===== src/rtl/bit_counter_pkg.sv =====
// Shared types and mode encodings for the parametrised bit counter.
package bit_counter_pkg;

    localparam logic [1:0] MODE_ENC_ONES  = 2'b00;
    localparam logic [1:0] MODE_ENC_ZEROS = 2'b01;
    localparam logic [1:0] MODE_ENC_LZ    = 2'b10;
    localparam logic [1:0] MODE_ENC_TZ    = 2'b11;

    typedef enum logic [1:0] {
        MODE_ONES  = MODE_ENC_ONES,
        MODE_ZEROS = MODE_ENC_ZEROS,
        MODE_LZ    = MODE_ENC_LZ,
        MODE_TZ    = MODE_ENC_TZ
    } mode_t;

    typedef enum logic [1:0] {
        IDLE  = 2'b00,
        COUNT = 2'b01,
        DONE  = 2'b10
    } state_t;

endpackage


===== src/rtl/bc_chunk_scan.sv =====
// Combinational scan of one chunk: popcount, MSB-first leading zeros, any-one flag.
module bc_chunk_scan #(
    parameter int BITS_PER_CYC = 1,
    localparam int PC_W = $clog2(BITS_PER_CYC + 1)
) (
    input  logic [BITS_PER_CYC-1:0] chunk_i,
    output logic [PC_W-1:0]         pop_o,
    output logic [PC_W-1:0]         lz_o,
    output logic                    has_one_o
);

    always_comb begin
        pop_o     = '0;
        lz_o      = PC_W'(BITS_PER_CYC);
        has_one_o = 1'b0;
        for (int unsigned j = 0; j < BITS_PER_CYC; j++) begin
            if (chunk_i[j]) begin
                pop_o = pop_o + PC_W'(1);
            end
        end
        // j walks from the MSB down; the first set bit fixes the leading-zero count
        for (int unsigned j = 0; j < BITS_PER_CYC; j++) begin
            if (!has_one_o && chunk_i[BITS_PER_CYC-1-j]) begin
                lz_o      = PC_W'(j);
                has_one_o = 1'b1;
            end
        end
    end

endmodule


===== src/rtl/bit_counter_param.sv =====
// Multi-cycle bit counter: ones, zeros, leading or trailing zeros of a DATA_W word,
// scanned BITS_PER_CYC bits per clock behind a Valid/Ready handshake.
module bit_counter_param
    import bit_counter_pkg::*;
#(
    parameter int DATA_W       = 8,
    parameter int BITS_PER_CYC = 1,
    localparam int CNT_W       = $clog2(DATA_W + 1)
) (
    input  logic              clk,
    input  logic              rst,
    input  logic              Valid,
    input  logic [1:0]        Mode,
    input  logic [DATA_W-1:0] DataIn,
    output logic              Ready,
    output logic [CNT_W-1:0]  DataOut
);

    localparam int N     = DATA_W / BITS_PER_CYC;
    localparam int IDX_W = (N > 1) ? $clog2(N) : 1;
    localparam int PC_W  = $clog2(BITS_PER_CYC + 1);

    state_t              state_q;
    mode_t               mode_q;
    logic [DATA_W-1:0]   shreg_q;
    logic [CNT_W-1:0]    cnt_q;
    logic [IDX_W-1:0]    idx_q;
    logic [CNT_W-1:0]    dout_q;
    logic                ready_q;

    logic [DATA_W-1:0]   shreg_d;
    logic [CNT_W-1:0]    cnt_d;
    logic [PC_W-1:0]     pop;
    logic [PC_W-1:0]     lz;
    logic [PC_W-1:0]     add;
    logic                has_one;
    logic                last;

    bc_chunk_scan #(
        .BITS_PER_CYC(BITS_PER_CYC)
    ) u_scan (
        .chunk_i   (shreg_q[DATA_W-1 -: BITS_PER_CYC]),
        .pop_o     (pop),
        .lz_o      (lz),
        .has_one_o (has_one)
    );

    // Trailing zeros are loaded bit-reversed so the scan only ever counts from the MSB
    always_comb begin
        shreg_d = DataIn;
        if (mode_t'(Mode) == MODE_TZ) begin
            for (int unsigned j = 0; j < DATA_W; j++) begin
                shreg_d[j] = DataIn[DATA_W-1-j];
            end
        end
    end

    always_comb begin
        add = lz;
        case (mode_q)
            MODE_ONES:  add = pop;
            MODE_ZEROS: add = PC_W'(BITS_PER_CYC) - pop;
            default:    add = lz;
        endcase
        cnt_d = cnt_q + CNT_W'(add);
        last  = (idx_q == IDX_W'(N - 1)) ||
                (((mode_q == MODE_LZ) || (mode_q == MODE_TZ)) && has_one);
    end

    always_ff @(posedge clk or posedge rst) begin
        if (rst) begin
            state_q <= IDLE;
            mode_q  <= MODE_ONES;
            shreg_q <= '0;
            cnt_q   <= '0;
            idx_q   <= '0;
            dout_q  <= '0;
            ready_q <= 1'b0;
        end else begin
            case (state_q)
                IDLE, DONE: begin
                    if (Valid) begin
                        mode_q  <= mode_t'(Mode);
                        shreg_q <= shreg_d;
                        cnt_q   <= '0;
                        idx_q   <= '0;
                        ready_q <= 1'b0;
                        state_q <= COUNT;
                    end
                end
                COUNT: begin
                    cnt_q   <= cnt_d;
                    shreg_q <= shreg_q << BITS_PER_CYC;
                    idx_q   <= idx_q + IDX_W'(1);
                    if (last) begin
                        dout_q  <= cnt_d;
                        ready_q <= 1'b1;
                        state_q <= DONE;
                    end
                end
                default: begin
                    ready_q <= 1'b0;
                    state_q <= IDLE;
                end
            endcase
        end
    end

    assign Ready   = ready_q;
    assign DataOut = dout_q;

endmodule


===== config.mk =====
export PLATFORM = sky130hd
export DESIGN_NAME = bit_counter_param
export DESIGN_NICKNAME = d
export VERILOG_FILES = /design/src/rtl/bit_counter_pkg.sv /design/src/rtl/bc_chunk_scan.sv /design/src/rtl/bit_counter_param.sv
export SDC_FILE = /design/constraint.sdc
export NUM_CORES = 1
export LEC_CHECK = 0
export ABC_AREA = 1
export CAP_MARGIN = 10
export CORE_ASPECT_RATIO = 1.25
export CORE_MARGIN = 8
export CORE_UTILIZATION = 56
export DETAILED_ROUTE_END_ITERATION = 8
export PLACE_DENSITY_LB_ADDON = 0.12
export SLEW_MARGIN = 40
export SYNTH_ARGS = -nofsm -noshare
export SYNTH_HDL_FRONTEND = slang
export SYNTH_SLANG_ARGS = --single-unit

===== constraint.sdc =====
create_clock -name clk -period 2.6 [get_ports clk]
set_input_delay 0.39 -clock clk [delete_from_list [all_inputs] [get_ports clk]]
set_output_delay 0.39 -clock clk [all_outputs]
set_load 0.01 [all_outputs]

==> out/summary.md, run 1 <==
For the sequential cell area, the log shows 576 um2. For the maximum number of pins on one net before global-route repair, the log shows 24. For the fraction of power consumed by combinational cells, the log shows 47.6%. The logs give 23.2% for the met2 track demand over resource and 1980 um2 for the total core area. For the final estimated routing congestion in global placement, the log shows 0.763. The launch point of the worst reg-to-reg path is mode_q[1]. The cell class contributing the biggest share of worst-path delay was buffers and inverters.

Counting flops and latches in the post-synthesis netlist gives 23. Counting flops with an async set or reset pin after synthesis yields a share of 100%. Ranked by total cell area, the synthesized netlist is headed by sky130_fd_sc_hd__dfrtp_1 49%, sky130_fd_sc_hd__nand2_1 17%, sky130_fd_sc_hd__nand3_1 9.3%.

The worst register-to-register path has a depth of 6. In this run the cell area of the synthesized design comes to 1180 um2. Clock tree synthesis inserted a total of 3 buffers. Cells fill 68.8% of the core in the end.

TritonCTS built the clock tree. The end point of the critical path was Ready. The post-route netlist has 9.88% of its cells at a drive strength greater than 1. The analysis attributes to cell leakage a power of 0.721 nW. For the number of standard cells after synthesis, the log shows 144. The number of antenna violations at the first check in global routing was 0. The delay of the slowest cell on the worst path came out at 0.54 ns. Global routing used 3.19% of the available met3 tracks. The clock network accounts for 10.8% of the total power. Sequential cells burn 41.6% of the power. The top cell type's share of synthesized area was 48.8%.

Summing the areas of all compound-gate instances in the mapped netlist gives 5.63% of the synthesized area. The cell type with the highest aggregate area in the netlist is sky130_fd_sc_hd__dfrtp_1. The tools report the critical path capture point type as an output pin. The synthesized netlist devotes 30.1% of its cell area to simple gates. During I/O placement, the number of pins put on the boundary was 18. After synthesis, the mean cell area works out to 8.18 um2. The clock passes through at most 2 buffers. The worst-case vdd ir drop came out at 0.572 mV. Startpoint of the most critical setup path: state_q[1].

The number of slew-limit violations in the final report is 0. The number of global-route vias before repair was 987. The count of H-tree levels built during CTS is 1. Among all flip-flop cells after synthesis, the most frequent one is sky130_fd_sc_hd__dfrtp_1. Summing all multi-input logic gate instances after layout gives 489 um2.

The routed wire length is 2.17 mm. In this run, synthesis inferred 0 flip-flops with an integrated enable. Commonest non-fill, non-tap cell in the layout: sky130_fd_sc_hd__nand2_1. The tools report the final hold violation count as 0. On the critical path, the stage with the largest delay is an instance of sky130_fd_sc_hd__clkdlybuf4s50_1. The net switching power figure came out at 0.652 mW. After layout, the worst path uses 62.4% of the clock period.

The number of placed instances, taps included, is 178. At the later pin of the worst-skew pair, clock insertion delay measures 0.32 ns. STA classifies the critical path startpoint as a flop. Summed over all nets, the half-perimeter wirelength after detailed placement is 1.71 mm. For the final-layout fill cell count, the log shows 183.

Class of the most critical hold timing path: input port to async pin. Global routing finished with a remaining overflow of 0. The tools report the number of antenna cells inserted as 0.

The buffers plus inverters on the worst setup path is 1. Multiplexer cells account for 0% of the synthesized area. The post-route total power is 1.54 mW, and the number of search-and-repair iterations in the first detailed-routing pass is 4. Post-CTS timing repair inserted 0 buffers for setup. Data arrives at the worst endpoint at 1.23 ns. The run gives 0 ns as the final setup TNS. In this run the power density over the cells is 1130 nW/um2. The post-route minimum period was 1.62 ns; the routed via count divided by cell count was 5.33. The worst clock skew was 0.00446 ns. The path length in cells of the critical path works out to 1. Net switching is 42.3% of the power. For this run, design rule violations remaining after detail routing come to 0. Input and output buffers added on the ports amount to 17. Global routing consumed, on the met1 layer, 12.9% of the routing resources. The net count of the finished layout is 180.

The logs give 3.97 mm for the global-route wire length before repair and 616 MHz for the maximum operating frequency. The logs give 20 for the number of distinct standard cells referenced by the synthesized netlist and 1.13 ns for the internal reg-to-reg setup slack. For the max-cap violation count, the log shows 0. Dividing the detail-routed wire length by the instance count gives 11.9 um.

In this run the most used layer during global routing was met2. The maximum fanout along the worst path is 2, and the yosys synthesis warning count is 0. In this run the vertical extent of the chip is 67.3 um.

The detail route stage leaves a number of antenna-violating nets equal to 0. The run gives 48.8% as the sequential element share of the synthesized area. The worst setup path is of the flop to output pin kind.

The post-CTS clock slew at the launch and capture registers of the worst setup and hold paths is 0.12 ns, and the setup violation total in the final timing report is 0. In this run the clock root is driven by a sky130_fd_sc_hd__clkbuf_4. The worst max-slew margin expressed relative to the limit was 69.0%. In the global route stage, overall resource usage came out at 12.6%. The detailed router finished its first iteration with 34 violations. Leaving out filler cells and counting taps, the final layout contains 182.

The die covers 3840 um2. Total vias in the final route: 970. The flow ran to the end, and the final reports show no timing, DRC or antenna violations. Dominant combinational cell family by area after synthesis: simple AND/OR/NAND/NOR gates. The floorplan has 18 rows. Data on the critical path is required at its endpoint by 2.21 ns. The number of sinks driven by the clock tree was 23; the adder-cell share of the synthesized area was 4.25%. For the pin with the worst max-slew slack, the measured transition is 0.464 ns. The width of the die works out to 57.0 um. Setup repair after global routing left no endpoint under its margin. The net count of the mapped netlist is 161, and the fraction of synthesized cell area in xor and xnor cells is 1.49%.

For this configuration, the core starts out at a cell density of 59.5%. Internal power comes to 0.887 mW. Hold timing on the final database bottoms out at a slack of 0.387 ns. The run gives 0 as the hold-fix buffer count after cts. After clock tree synthesis, the repair step resized 0 gates. In the layout the commonest cells are 52 x sky130_fd_sc_hd__nand2_1, 23 x sky130_fd_sc_hd__dfrtp_1, 22 x sky130_fd_sc_hd__nand3_1, 17 x sky130_fd_sc_hd__clkdlybuf4s50_1, 15 x sky130_fd_sc_hd__inv_1. Walking the worst path, the cells encountered are clkdlybuf4s50_1. The area growth from synthesis to layout is 15.7%.

In this run the critical register-to-register path is captured at DataOut[2].
[area by class of cell]
cell class | count | area share, %
sequential | 23 | 42.2
tap | 20 | 1.83
multi-input combinational | 98 | 35.9
clock buffer | 4 | 1.93
timing repair buffer | 17 | 12.5
inverter | 20 | 5.69
[layer usage]
layer	up-vias	part of all wire, %
met5	-	0
met4	0	1.9
met3	5	4.3
met2	17	53
met1	458	41
li1	490	-
[state kept, by name, summed over array words and instances (netlist names)]
register and flops:
idx_q 3, cnt_q 4, shreg_q 8, state_q 2, DataOut 4, mode_q 2
[logic make-up after synthesis]
family / count (synthesis)
compound gates: 10
xor+xnor: 2
fa+ha+maj: 4
buf+inv: 23
flops: 23
simple gates: 82
[synth_stat cells (2+ instances only)]
cell,n
sky130_fd_sc_hd__ha_1,4
sky130_fd_sc_hd__inv_2,3
sky130_fd_sc_hd__nand2_1,52
sky130_fd_sc_hd__xnor2_1,2
sky130_fd_sc_hd__o21ai_2,3
sky130_fd_sc_hd__buf_6,2
sky130_fd_sc_hd__dfrtp_1,23
sky130_fd_sc_hd__o21ai_1,3
sky130_fd_sc_hd__inv_1,16
sky130_fd_sc_hd__nor2_1,2
sky130_fd_sc_hd__nand3_1,22
sky130_fd_sc_hd__nand2_2,4
[power groups by stage]
stage,sequential [mW],clock (mW),combinational [mW]
3_3_place_gp,0.638,0,0.719
2_1_floorplan,0.637,0,0.584
5_1_grt,0.661,0.184,0.836
6_report,0.641,0.166,0.732
3_5_place_dp,0.648,0,0.742
4_1_cts,0.639,0.166,0.746
[worst min path at each step]
| stage | end | slack [ns] | depth (start not counted) |
|---|---|---|---|
| 4_1_cts | idx_q[2] | 0.41 | 2 |
| 3_5_place_dp | idx_q[1] | 0.47 | 2 |
| 5_1_grt | shreg_q[6] | 0.42 | 2 |
| 3_3_place_gp | idx_q[2] | 0.46 | 2 |
| 6_report | shreg_q[6] | 0.39 | 2 |
| 2_1_floorplan | DataOut[0] | 0.39 | 1 |
[metrics by stage]
| stage | setup slack [ns] | cell area (um2) |
|---|---|---|
| 3_3_place_gp | 1.11 | 1340 |
| 2_1_floorplan | 1.27 | 1180 |
| 3_5_place_dp | 1.08 | 1340 |
| 6_report | 0.977 | 1360 |
| 5_1_grt | 0.930 | 1360 |
| 4_1_cts | 0.971 | 1360 |
(Power assumes the default switching activity.)
==> inputs of run 2 (changes only) <==
--- a/config.mk
+++ b/config.mk
@@ -9,7 +9,7 @@
 export CAP_MARGIN = 10
 export CORE_ASPECT_RATIO = 1.25
 export CORE_MARGIN = 8
-export CORE_UTILIZATION = 56
+export CORE_UTILIZATION = 52
 export DETAILED_ROUTE_END_ITERATION = 8
 export PLACE_DENSITY_LB_ADDON = 0.12
 export SLEW_MARGIN = 40
==> constraint.sdc (replaced) <==
create_clock -name clk -period 1.7 [get_ports clk]
set_input_delay 0.255 -clock clk [delete_from_list [all_inputs] [get_ports clk]]
set_output_delay 0.255 -clock clk [all_outputs]
set_load 0.01 [all_outputs]
==> run 2 against run 1 <==
First-iteration DRC count decreased by 38%. Clock skew decreased by 0.0040 ns. Design area is 1.6% higher. Register-to-register slack got worse by 0.83 ns. Clock power rose by 49%. Core utilization shrank 4.8 points. Flip-flop and latch count is the same. Largest cell class unchanged. Count of clock-buffer cells in the layout is the same. Hold slack got worse by 0.12 ns. Cell count increased by 6.6%. Largest power group unchanged. Non-clock buffer count grew 1. Setup slack got worse by 0.74 ns.
==> out/summary.md, run 2 (synthesized netlist as in run 1, its figures left out) <==
The flow ran to the end, and the final reports show no timing, DRC or antenna violations. The count of input and output buffers came out at 17. Setup violations remaining at the end of the flow were counted as 0. The total core area came out at 2160 um2.

Critical path capture point type: an output pin. Across the VDD grid, the largest voltage drop is 0.834 mV. Once the floorplan was initialized, standard cells occupied 54.5% of the core.

The post-CTS clock slew at the launch and capture registers of the worst setup and hold paths came out at 0.12 ns. The first detailed-routing pass took 4 iterations. The library cell used most frequently in the layout, excluding fill and tap cells, is sky130_fd_sc_hd__nand2_1. The depth of the most critical reg-to-reg path is 6. More flip-flops sit in one register than any other, and that register is shreg_q. The number of antenna violations at the first check in global routing was 0. The run gives 2 as the maximum buffer depth of the clock tree. The transition at the pin with the smallest max-transition slack was 0.322 ns. In this run, the number of DRC markers left after iteration 0 of detailed routing was 21.

The number of global-route vias before repair is 935. The final worst slack was 0.233 ns. Across the run, the number of max-cap violations was 0. The power density of the placed cells is 1690 nW/um2, and the maximum operating frequency is 682 MHz.

Entering global routing, the biggest net connects 24 pins. The final-stage net count was 181; the post-route total power was 2.34 mW. Buffers plus inverters on the worst setup path: 1.

Dividing the detail-routed wire length by the instance count gives 11.0 um. Setup repair after global routing left no endpoint under its margin. The floorplan die height was 69.2 um; the DRC violation count after routing was 0. The met3 wire length was 64 um; the placed cell area was 1360 um2. The tools report the routed wire length as 2.14 mm.

In this run, post-CTS repair resized a total of 0 instances. Cells with a size suffix above 1 make up 9.82% of the layout. The highest metal layer carrying signal wires in the routed design is met4. During I/O placement, the number of pins put on the boundary was 18. STA puts the critical path data required time at 1.44 ns.

Buffers added to address setup during post-CTS repair amount to 0. For this design, the slowest cell found on the critical path is sky130_fd_sc_hd__clkdlybuf4s50_1. The run gives 0.310 ns as the worst-case setup slack after placement.

For the count of H-tree levels built during CTS, the log shows 1. The number of sinks driven by the clock tree came out at 23. The tools report the worst clock skew as 0.000453 ns. Data on the critical path arrives at its endpoint at 1.21 ns.

The die area is 4060 um2, and the HPWL after detailed placement is 1.64 mm. The tools report the final estimated routing congestion in global placement as 0.838. After layout, the minimum clock period comes to 1.47 ns. TritonCTS built the clock tree. The flip-flop count of the largest register, all copies and words added is 8, and the clock latency of the later-clocked register in the worst-skew pair is 0.30 ns. On the worst path, the slowest cell contributes a delay of 0.54 ns.

With fillers left out, the area of the finished cells amounts to 1390 um2. The setup path with the least slack is of type flop to output pin. The initialized floorplan defines 19 standard-cell rows. Cell class contributing the biggest share of worst-path delay: buffers and inverters.

The critical path goes through clkdlybuf4s50_1. The logs give 0 for the number of routed nets with antenna violations and 983 um for the met1 routed wirelength after detailed routing. The analysis attributes to cell leakage a power of 0.727 nW. For the number of slew-limit violations in the final report, the log shows 0.

The tools report the total overflow reported by the global router as 0. Once layout is complete, the cells apart from fillers number 194. The path length in cells of the critical path is 1, and the instance count after placement with tap cells included is 190.

The final setup TNS is 0 ns, and the hold-fix buffer count after cts is 0. In the layout the commonest cells are 52 x sky130_fd_sc_hd__nand2_1, 23 x sky130_fd_sc_hd__dfrtp_1, 22 x sky130_fd_sc_hd__nand3_1, 17 x sky130_fd_sc_hd__clkdlybuf4s50_1, 16 x sky130_fd_sc_hd__inv_1. The area growth from synthesis to layout is 17.5%. The final route contains 952 vias. Of all nets on the critical path, the largest fanout is 2. The final hold violation count is 0, and the total routing resource utilization after global routing is 11.6%. The worst setup path is launched from a flop.

The tree is rooted in a sky130_fd_sc_hd__clkbuf_4. The width of the die works out to 58.6 um. Class of the most critical hold timing path: input port to async pin. The logs give 1.04 mm for the wire length on met2 and 3.75 mm for the global-route wire length before repair. The routed via count divided by cell count works out to 4.91. The number of buffers inserted during clock tree synthesis is 3, and the worst max-slew margin expressed relative to the limit is 78.5%. The repair_antennas step left the layout with diodes totalling 0. The final critical-path share of the clock period came out at 86.3%.
## run 2: path summary, 6_finish.rpt
| kind | startpoint | to | slack (ns) |
|---|---|---|---|
| setup / recovery | DataOut[3] | DataOut[3] | 0.23 |
| hold / removal | rst | idx_q[2] | 0.26 |
| setup reg to reg | mode_q[1] | DataOut[2] | 0.30 |
| hold reg to reg | idx_q[1] | idx_q[1] | 0.50 |
| max in group asynchronous | rst | state_q[1] | 1.22 |
| min in group clk | idx_q[1] | idx_q[1] | 0.50 |
## run 2: metal layers
layer  global-route usage, %  vias up
met5                       0        -
li1                        -      490
met4                    8.00        0
met1                    13.2      438
met3                    2.97        4
met2                    18.2       20
## run 2: worst min-delay path, delay by kind of cell
family / cells / cell delay, ns
buf+inv: 3 / 0.71
## run 2: final cells by class
type / count / area (um2)
flip-flops and latches: 23 / 576
multi-input cells: 98 / 489
repair buffers: 18 / 178
inverters: 20 / 77.6
fillers: 196 / 778
clock buffers: 4 / 26.3
well taps: 31 / 38.8
## run 2: through the flow
| step | utilization (%) | hold slack, ns |
|---|---|---|
| after global routing | 64.0 | 0.313 |
| final | 64.0 | 0.263 |
| after detailed placement | 62.8 | 0.470 |
| after CTS | 64.0 | 0.266 |
| after global placement | 62.8 | 0.463 |
| after floorplan | - | 0.257 |
## run 2: report_power, final
part	switching (mW)	internal [mW]
sequential	0.166	0.810
combinational	0.660	0.452
clock	0.156	0.0914
total	0.983	1.35
